$ cat src/rtl/paam_mul_arbiter.sv
// paam_mul_arbiter: round-robin arbiter that shares one 8x6 partial-product
// approximate multiplier between NREQ requesters. There are two register stages:
// S1 holds operands, S2 holds the product. Responses carry the requester ID.
module paam_mul_arbiter #(
  parameter int NREQ = 2,
  parameter int IDW  = 2
) (
  input  logic              clk,
  input  logic              rst_n,
  input  logic [NREQ-1:0]   req_valid,
  output logic [NREQ-1:0]   req_ready,
  input  logic [8*NREQ-1:0] req_a,
  input  logic [6*NREQ-1:0] req_b,
  output logic              rsp_valid,
  input  logic              rsp_ready,
  output logic [13:0]       rsp_p,
  output logic [IDW-1:0]    rsp_id,
  output logic [1:0]        in_flight
);

  // Approximate product. Partial products of weight below 16 are dropped and
  // the low nibble is forced to all ones. Everything else is summed exactly.
  function automatic logic [13:0] paam(input logic [7:0] a, input logic [5:0] b);
    logic [13:0] acc;
    acc = '0;
    for (int i = 0; i < 8; i++) begin
      for (int j = 0; j < 6; j++) begin
        if (i + j >= 4)
          acc = acc + ({13'b0, a[i] & b[j]} << (i + j));
      end
    end
    return {acc[13:4], 4'hF};
  endfunction

  logic [IDW-1:0] ptr;
  logic [IDW-1:0] winner;
  logic           found;
  logic           v1, v2;
  logic [7:0]     a1;
  logic [5:0]     b1;
  logic [IDW-1:0] id1;
  logic [13:0]    p2;
  logic [IDW-1:0] id2;
  logic           adv2, accept, hs;

  assign adv2      = v1 & (~v2 | rsp_ready);
  assign accept    = ~v1 | adv2;
  assign hs        = |(req_valid & req_ready);
  assign rsp_valid = v2;
  assign rsp_p     = p2;
  assign rsp_id    = id2;
  assign in_flight = {1'b0, v1} + {1'b0, v2};

  // Round-robin search. It starts one past the last granted requester and wraps modulo NREQ.
  always_comb begin
    int idx;
    winner = '0;
    found  = 1'b0;
    idx    = 0;
    for (int off = 1; off <= NREQ; off++) begin
      idx = int'(ptr) + off;
      if (idx >= NREQ)
        idx = idx - NREQ;
      if (!found && req_valid[idx]) begin
        found  = 1'b1;
        winner = IDW'(idx);
      end
    end
  end

  // Grant the winner only when S1 can take a new entry. No grants are issued while reset is held.
  always_comb begin
    req_ready = '0;
    if (rst_n && found && accept)
      req_ready[winner] = 1'b1;
  end

  // The pointer remembers the last granted requester. Reset makes requester 0 the first choice.
  always_ff @(posedge clk or negedge rst_n) begin
    if (!rst_n)
      ptr <= IDW'(NREQ - 1);
    else if (hs)
      ptr <= winner;
  end

  // S1 operand register: it loads on a handshake and empties when S2 takes its entry.
  always_ff @(posedge clk or negedge rst_n) begin
    if (!rst_n) begin
      v1  <= 1'b0;
      a1  <= '0;
      b1  <= '0;
      id1 <= '0;
    end else if (hs) begin
      v1  <= 1'b1;
      a1  <= req_a[8*winner +: 8];
      b1  <= req_b[6*winner +: 6];
      id1 <= winner;
    end else if (adv2) begin
      v1  <= 1'b0;
    end
  end

  // S2 result register: it loads the product on advance and holds it under backpressure.
  always_ff @(posedge clk or negedge rst_n) begin
    if (!rst_n) begin
      v2  <= 1'b0;
      p2  <= '0;
      id2 <= '0;
    end else if (adv2) begin
      v2  <= 1'b1;
      p2  <= paam(a1, b1);
      id2 <= id1;
    end else if (v2 && rsp_ready) begin
      v2  <= 1'b0;
    end
  end

endmodule

$ cat config.mk
export PLATFORM = sky130hd
export DESIGN_NAME = paam_mul_arbiter
export DESIGN_NICKNAME = d
export VERILOG_FILES = /design/src/rtl/paam_mul_arbiter.sv
export SDC_FILE = /design/constraint.sdc
export NUM_CORES = 1
export LEC_CHECK = 0
export CORE_MARGIN = 2
export CORE_UTILIZATION = 64
export CTS_CLUSTER_DIAMETER = 100
export DETAILED_ROUTE_END_ITERATION = 10
export GPL_TIMING_DRIVEN = 0
export PLACE_DENSITY = 0.88
export SYNTH_ARGS = -nofsm -noshare
export SYNTH_HDL_FRONTEND = slang
export SYNTH_SLANG_ARGS = --single-unit
export TNS_END_PERCENT = 10
$ cat constraint.sdc
create_clock -name clk -period 19.5 [get_ports clk]
set_input_delay 2.925 -clock clk [delete_from_list [all_inputs] [get_ports clk]]
set_output_delay 2.925 -clock clk [all_outputs]
set_load 0.01 [all_outputs]
# [Word level (Yosys, flattened, before mapping)]
# Index checks and enable logic that the tools add are counted.
# Widths: inputs -> output; s select.
[word_totals] latchBits=0 elab_cells=168 input_bits=33 register_bits=36 memories=0 output_inout_bits=21 rom_bits=0 ram_bits=0
[classes] shift=2 reduce_logical=9 eq_ne=0 div_mod_pow=0 n_lt_le_gt_ge=6 n_addsub=42 n_mux=56 bitwise_logic=44 mul=1
[op_table] operator="$mux 14" count=37
[op_table] operator="$add 14x6->14" count=6
[op_table] operator="$add 14x7->14" count=6
[op_table] operator="$add 14x8->14" count=6
[op_table] operator="$add 14x9->14" count=5
[op_table] operator="$lt 32x3->1 const B" count=2
[op_table] operator="$mux 32" count=2
[op_table] operator="$add 14x10->14" count=4
[op_table] operator="$add 14x5->14" count=4
[op_table] operator="$add 14x11->14" count=3
[op_table] operator="$and 1x1->1" count=39
[op_table] operator="$add 14x12->14" count=2
[op_table] operator="$shiftx 16x6->8" count=1
[op_table] operator="$add 14x13->14" count=1
[op_table] operator="$mux 1" count=13
[op_table] operator="$shiftx 12x6->6" count=1
[op_table] operator="$sub 3x2->4 const B" count=2
[op_table] operator="$ge 3x2->1 const B" count=2
[op_table] operator="$mux 2" count=3
[op_table] operator="$logic_and 1x1->1" count=5
[op_table] operator="$mul 2x2->4 const A" count=1
[op_table] operator="$reduce_bool 2->1" count=2
[op_table] operator="$add 2x1->3 const B" count=1
[op_table] operator="$add 2x2->3 const B" count=1
[op_table] operator="9 further kinds" count=11

# [Depth between registers and ports, before layout]
[depth] depth_word=77 ltp_mapped=61 ltp_nobuf=59

# [Least setup slack after synthesis]
# Ideal clock, no wire load.
[synth_path] path_type="reg2reg" from="register b1[3]" to="register p2[13], in the netlist rsp_p[13]" stages_incl_launch_ff=61 synth_period_minus_slack_ns=13.010 path_buffers=2 required_time_ns=19.364 setup_slack_ns=6.490 setup_time_ns=0.136 t_arrival_ns=12.874 path_cell_list="dfrtp_1 and2_1 ha_1 ha_1 ha_1 inv_1 fa_1 buf_6 xnor2_1 ha_1 ha_1 ha_1 xnor2_1 xnor2_1 ha_1 clkbuf_1 xnor2_1 xor2_1 [... 25 more ...] ha_1 ha_1 xnor2_1 xor2_1 ha_1 xor2_1 xnor2_1 ha_1 ha_1 xnor2_1 xnor2_1 xnor2_1 xnor2_1 xnor2_1 xnor3_1 xnor2_1 xnor2_1 o21ai_1"
[synth_between] elab_chain_len=72 elab_cells_between_ends=78 cone_classes="add/sub (36); mux (35); bitwise (7)"
[synth_lines] item="start, declared" line_no="40" text="logic [5:0] b1;"
[synth_lines] item="start signal, assigned" line_no="96" text="b1 <= req_b[6*winner +: 6];"
[synth_lines] item="$and 1x1->1" line_no="29" text="acc = acc + ({13'b0, a[i] & b[j]} << (i + j));"
[synth_lines] item="$add 14x5->14" line_no="29"
[synth_lines] item="$mux 14" line_no="109" text="end else if (adv2) begin"
[synth_lines] item="$add 14x6->14" line_no="29"
[synth_lines] item="$mux 14" line_no="109"
[synth_lines] item="$add 14x7->14" line_no="29"
[synth_lines] item="$mux 14" line_no="109"
[synth_lines] item="$add 14x5->14" line_no="29"
[synth_lines] item="[... 56 more ...]"
[synth_lines] item="$mux 14" line_no="109"
[synth_lines] item="$add 14x10->14" line_no="29"
[synth_lines] item="$mux 14" line_no="109"
[synth_lines] item="$add 14x11->14 *" line_no="29"
[synth_lines] item="$mux 14 *" line_no="109"
[synth_lines] item="$add 14x12->14 *" line_no="29"
[synth_lines] item="$mux 14 *" line_no="109"
[synth_lines] item="$add 14x13->14 *" line_no="29"
[synth_lines] item="end signal, assigned" line_no="111" text="p2 <= paam(a1, b1);"
[synth_lines] item="end, declared" line_no="42" text="logic [13:0] p2;"
# Mark *: on every way between the ends. The rest lies on a longest branch, timed or not. The select of a mux whose other input is x is not followed.
# A chain may end at the register's enable or synchronous reset.

# [Worst setup path in the final report]
[layout_path] from="register b1[4]" to="register p2[13], in the netlist rsp_p[13]"
[layout_between] elab_chain_len=75 elab_cells_between_ends=82 cone_classes="add/sub (37); mux (37); bitwise (8)"
[layout_lines] item="$and 1x1->1" line_no="29"
[layout_lines] item="$mux 14" line_no="109"
[layout_lines] item="$add 14x6->14" line_no="29"
[layout_lines] item="$mux 14" line_no="109"
[layout_lines] item="$add 14x5->14" line_no="29"
[layout_lines] item="$mux 14" line_no="109"
[layout_lines] item="$add 14x6->14" line_no="29"
[layout_lines] item="$mux 14" line_no="109"
[layout_lines] item="[... 59 more ...]"
[layout_lines] item="$mux 14" line_no="109"
[layout_lines] item="$add 14x10->14" line_no="29"
[layout_lines] item="$mux 14" line_no="109"
[layout_lines] item="$add 14x11->14" line_no="29"
[layout_lines] item="$mux 14" line_no="109"
[layout_lines] item="$add 14x12->14 *" line_no="29"
[layout_lines] item="$mux 14 *" line_no="109"
[layout_lines] item="$add 14x13->14 *" line_no="29"
# Marked as above.

==> flow_summary.toml <==
[global_routing]
grt_pass1_vias = 4872
antenna_found_initial = 0
grt_start_max_net_pins = 34
grt_overflow = 0
track_usage_pct = 25.9
grt_first_pass_wirelength_um = 21100

[die]
initial_utilization_pct = 65.0
die_h_um = 97.5
dieArea_um2 = 9500
ios = 54
coreArea_um2 = 8590
chipWidth_um = 97.5
rows = 34

[worst_setup_path]
critical_path_class = "flop to flop"
critPathMaxStageDelay_ns = 0.55
cp-end-kind = "flop"
r2r-start = "b1[4]"
crit_fanout = 9
rrSetupSlack_ns = 4.46
cp.arrival_ns = 15.21
cpMostUsedCell = "xnor2_1"
critPathRequiredTime_ns = 19.66
crit_slowest_cell = "dfrtp_1"
crit_path_start_kind = "flop"
crit_start = "b1[4]"

[cells_and_area]
drive_gt1_share_pct = 9.21
fillers = 616
finalNetCount = 823
diodes = 0
area_growth_pct = 13.7
layout_common_cells = "nand2_1 (82), ha_1 (72), xnor2_1 (52), clkdlybuf4s50_1 (52), and2_1 (50)"
layout.cells.most_common = "nand2_1"

[hold_path]
min_path_type = "flop to flop"
hold_start = "id1[0]"

[logic_synthesis]
synth_cell_types = 85
synth_cells = 656
synth_top_cell_area_share_pct = 16.1
yosys_most_used_dff = "dfrtp_1"
yosys_warnings = 0
syn_area_per_cell_um2 = 8.52
async_reset_ff_share_pct = 100
synth_area_leaders = "ha_1 (16%), dfrtp_1 (14%), xnor2_1 (8.1%)"
syn-num-nets = 763
synth_top_cell_by_area = "ha_1"
synth_enable_flop_cells = 0
ys_ff_latch = 32
ys_seq_area_share_pct = 14.3
syn_area_um2 = 5590

[sta]
drv_slew = 0
tns_ns = 0
max_freq_mhz = 66.5
rsz0062_at_grt = "no"
final-setup-viol-count = 0
hold_viol = 0
fin_crit_sh_pct = 77.1
fin_skew_ns = 0.0120
worst_pin_slew_ns = 0.736
whs_ns = 0.482
max_slew_margin_pct = 50.9
final.min_clock_period_ns = 15.04

[detailed_routing]
dr.pass1.iters = 5
drc_errors = 0
drt-initial-drc-count = 227
drt-total-wl_um = 12400
ant_nets = 0
avgRoutedWirePerCell_um = 15.0
vias = 4989
viasPerCell = 6.05

[clock_tree]
clock_latency_ns = 0.30
htreeDepth = 2
clkSinkCount = 32
cts_buffer_depth = 2
path_clk_slew_ns = 0.08
cts_tree = "built"
cts_setup_buffers = 0
ctsRootBufferMaster = "clkbuf_8"
post_cts_resized = 0
ctsHoldBuffers = 0
cts_made_buffers = 5

[pwr]
p_per_area_nw_per_um2 = 130
power_frac_seq_pct = 13.2
power.switching_uw = 412
leakagePower_uw = 0.00285
pwr-share-clk_pct = 7.8
p_int_uw = 414
max-vdd-ir-drop_uv = 187
combPwrFrac_pct = 79.0
switching_share_pct = 49.8

[run]
cap_violations = 0

[place]
place_congestion = 0.876
place.port_buffers = 53
dpl.hpwl_um = 9970

[run_status]
run_status = "finished, final reports clean"
## final cells by class
class	count	area, µm²	share of cell area (%)
Timing Repair Buffer	53	526	8.27
Tap cell	108	135	2.13
Buffer	21	114	1.79
Sequential cell	32	802	12.6
Inverter	24	90.1	1.42
Clock buffer	6	72.6	1.14
Clock inverter	2	35.0	0.551
Multi-Input combinational cell	579	4580	72.1
## power by group through the flow
stage	registers, µW	logic, µW	clock network, µW
3_3_place_gp	108	602	0
2_1_floorplan	105	497	0
6_report	109	652	64.6
5_1_grt	111	743	66.5
3_5_place_dp	110	643	0
4_1_cts	109	648	65.5
## flip-flops by register name (all words and copies together) (netlist names)
| register | cells |
|---|---|
| a1 | 8 |
| b1 | 6 |
| id1 | 1 |
| ptr | 2 |
| rsp_id | 2 |
| rsp_p | 11 |
| rsp_valid | 1 |
| v1 | 1 |
## cells by family (layout without fill, tap and decap cells)
logic type                 count (synthesis)  in the layout  synth area share (%)
AOI/OAI and AO/OA                        128            128                  15.9
xor gates and xnor gates                  96             96                  19.3
adders and majority gates                 77             77                  17.4
buffers and inverters                     45            106                  3.65
DFF                                       32             32                  14.3
muxes                                     25             25                  5.35
and+or+nand+nor                          253            253                  24.1
## final timing paths
kind / end / depth (start not counted)
worst max-delay path: rsp_p[13] / 60
worst min-delay path: id1[0] / 2
worst max register to register: rsp_p[13] / 60
worst min register to register: id1[0] / 2
max in group asynchronous: a1[2] / 1
min in group asynchronous: rsp_p[13] / 1
## through the flow
stage / instance area [µm²] / util [%] / cells / setup WS (ns) / total power [µW]
6_report: 6360 / 74.0 / 825 / 4.46 / 826
2_1_floorplan: 5590 / - / 656 / 6.49 / 603
4_1_cts: 6360 / 74.0 / 825 / 4.52 / 823
5_1_grt: 6360 / 74.0 / 825 / 3.39 / 920
3_5_place_dp: 6250 / 72.7 / 817 / 4.65 / 753
3_3_place_gp: 6250 / 72.8 / 817 / 5.27 / 710
## routing by layer
layer	track usage (%)	vias up	wire (µm)
met1	30.0	2353	5190
met3	2.88	37	570
met5	0	-	0
met2	48.8	151	6240
li1	-	2448	-
met4	9.83	0	374
## synth_stat cells, types with 3 or more instances
master / instances
nor2_1: 35
mux2i_1: 9
inv_1: 23
dfrtp_1: 31
a31oi_1: 5
xnor2_1: 52
mux2_2: 12
o21ai_1: 4
xnor2_2: 5
nor3_1: 8
o21ai_0: 34
and3_1: 6
nor2b_1: 7
a22oi_1: 19
o31ai_2: 3
nor4b_1: 3
nand4_1: 4
xnor3_1: 7
nor4_1: 3
clkbuf_1: 11
or3_1: 3
nand2_1: 82
ha_1: 72
a21boi_0: 3
nand3_1: 22
xor2_1: 25
maj3_1: 3
a22o_1: 4
buf_4: 5
and2_1: 50
a21oi_1: 22
o22ai_1: 4
nand2b_1: 11
## worst max-delay path, delay by kind of cell (launching register included)
kind            cells  cell delay (ns)
compound gates      4             0.85
simple gates        4             0.90
buf+inv             6             0.73
flops               1             0.55
fa+ha+maj          17             4.74
xor+xnor           29             7.12
Note: power is estimated with default switching activity, not from simulation.
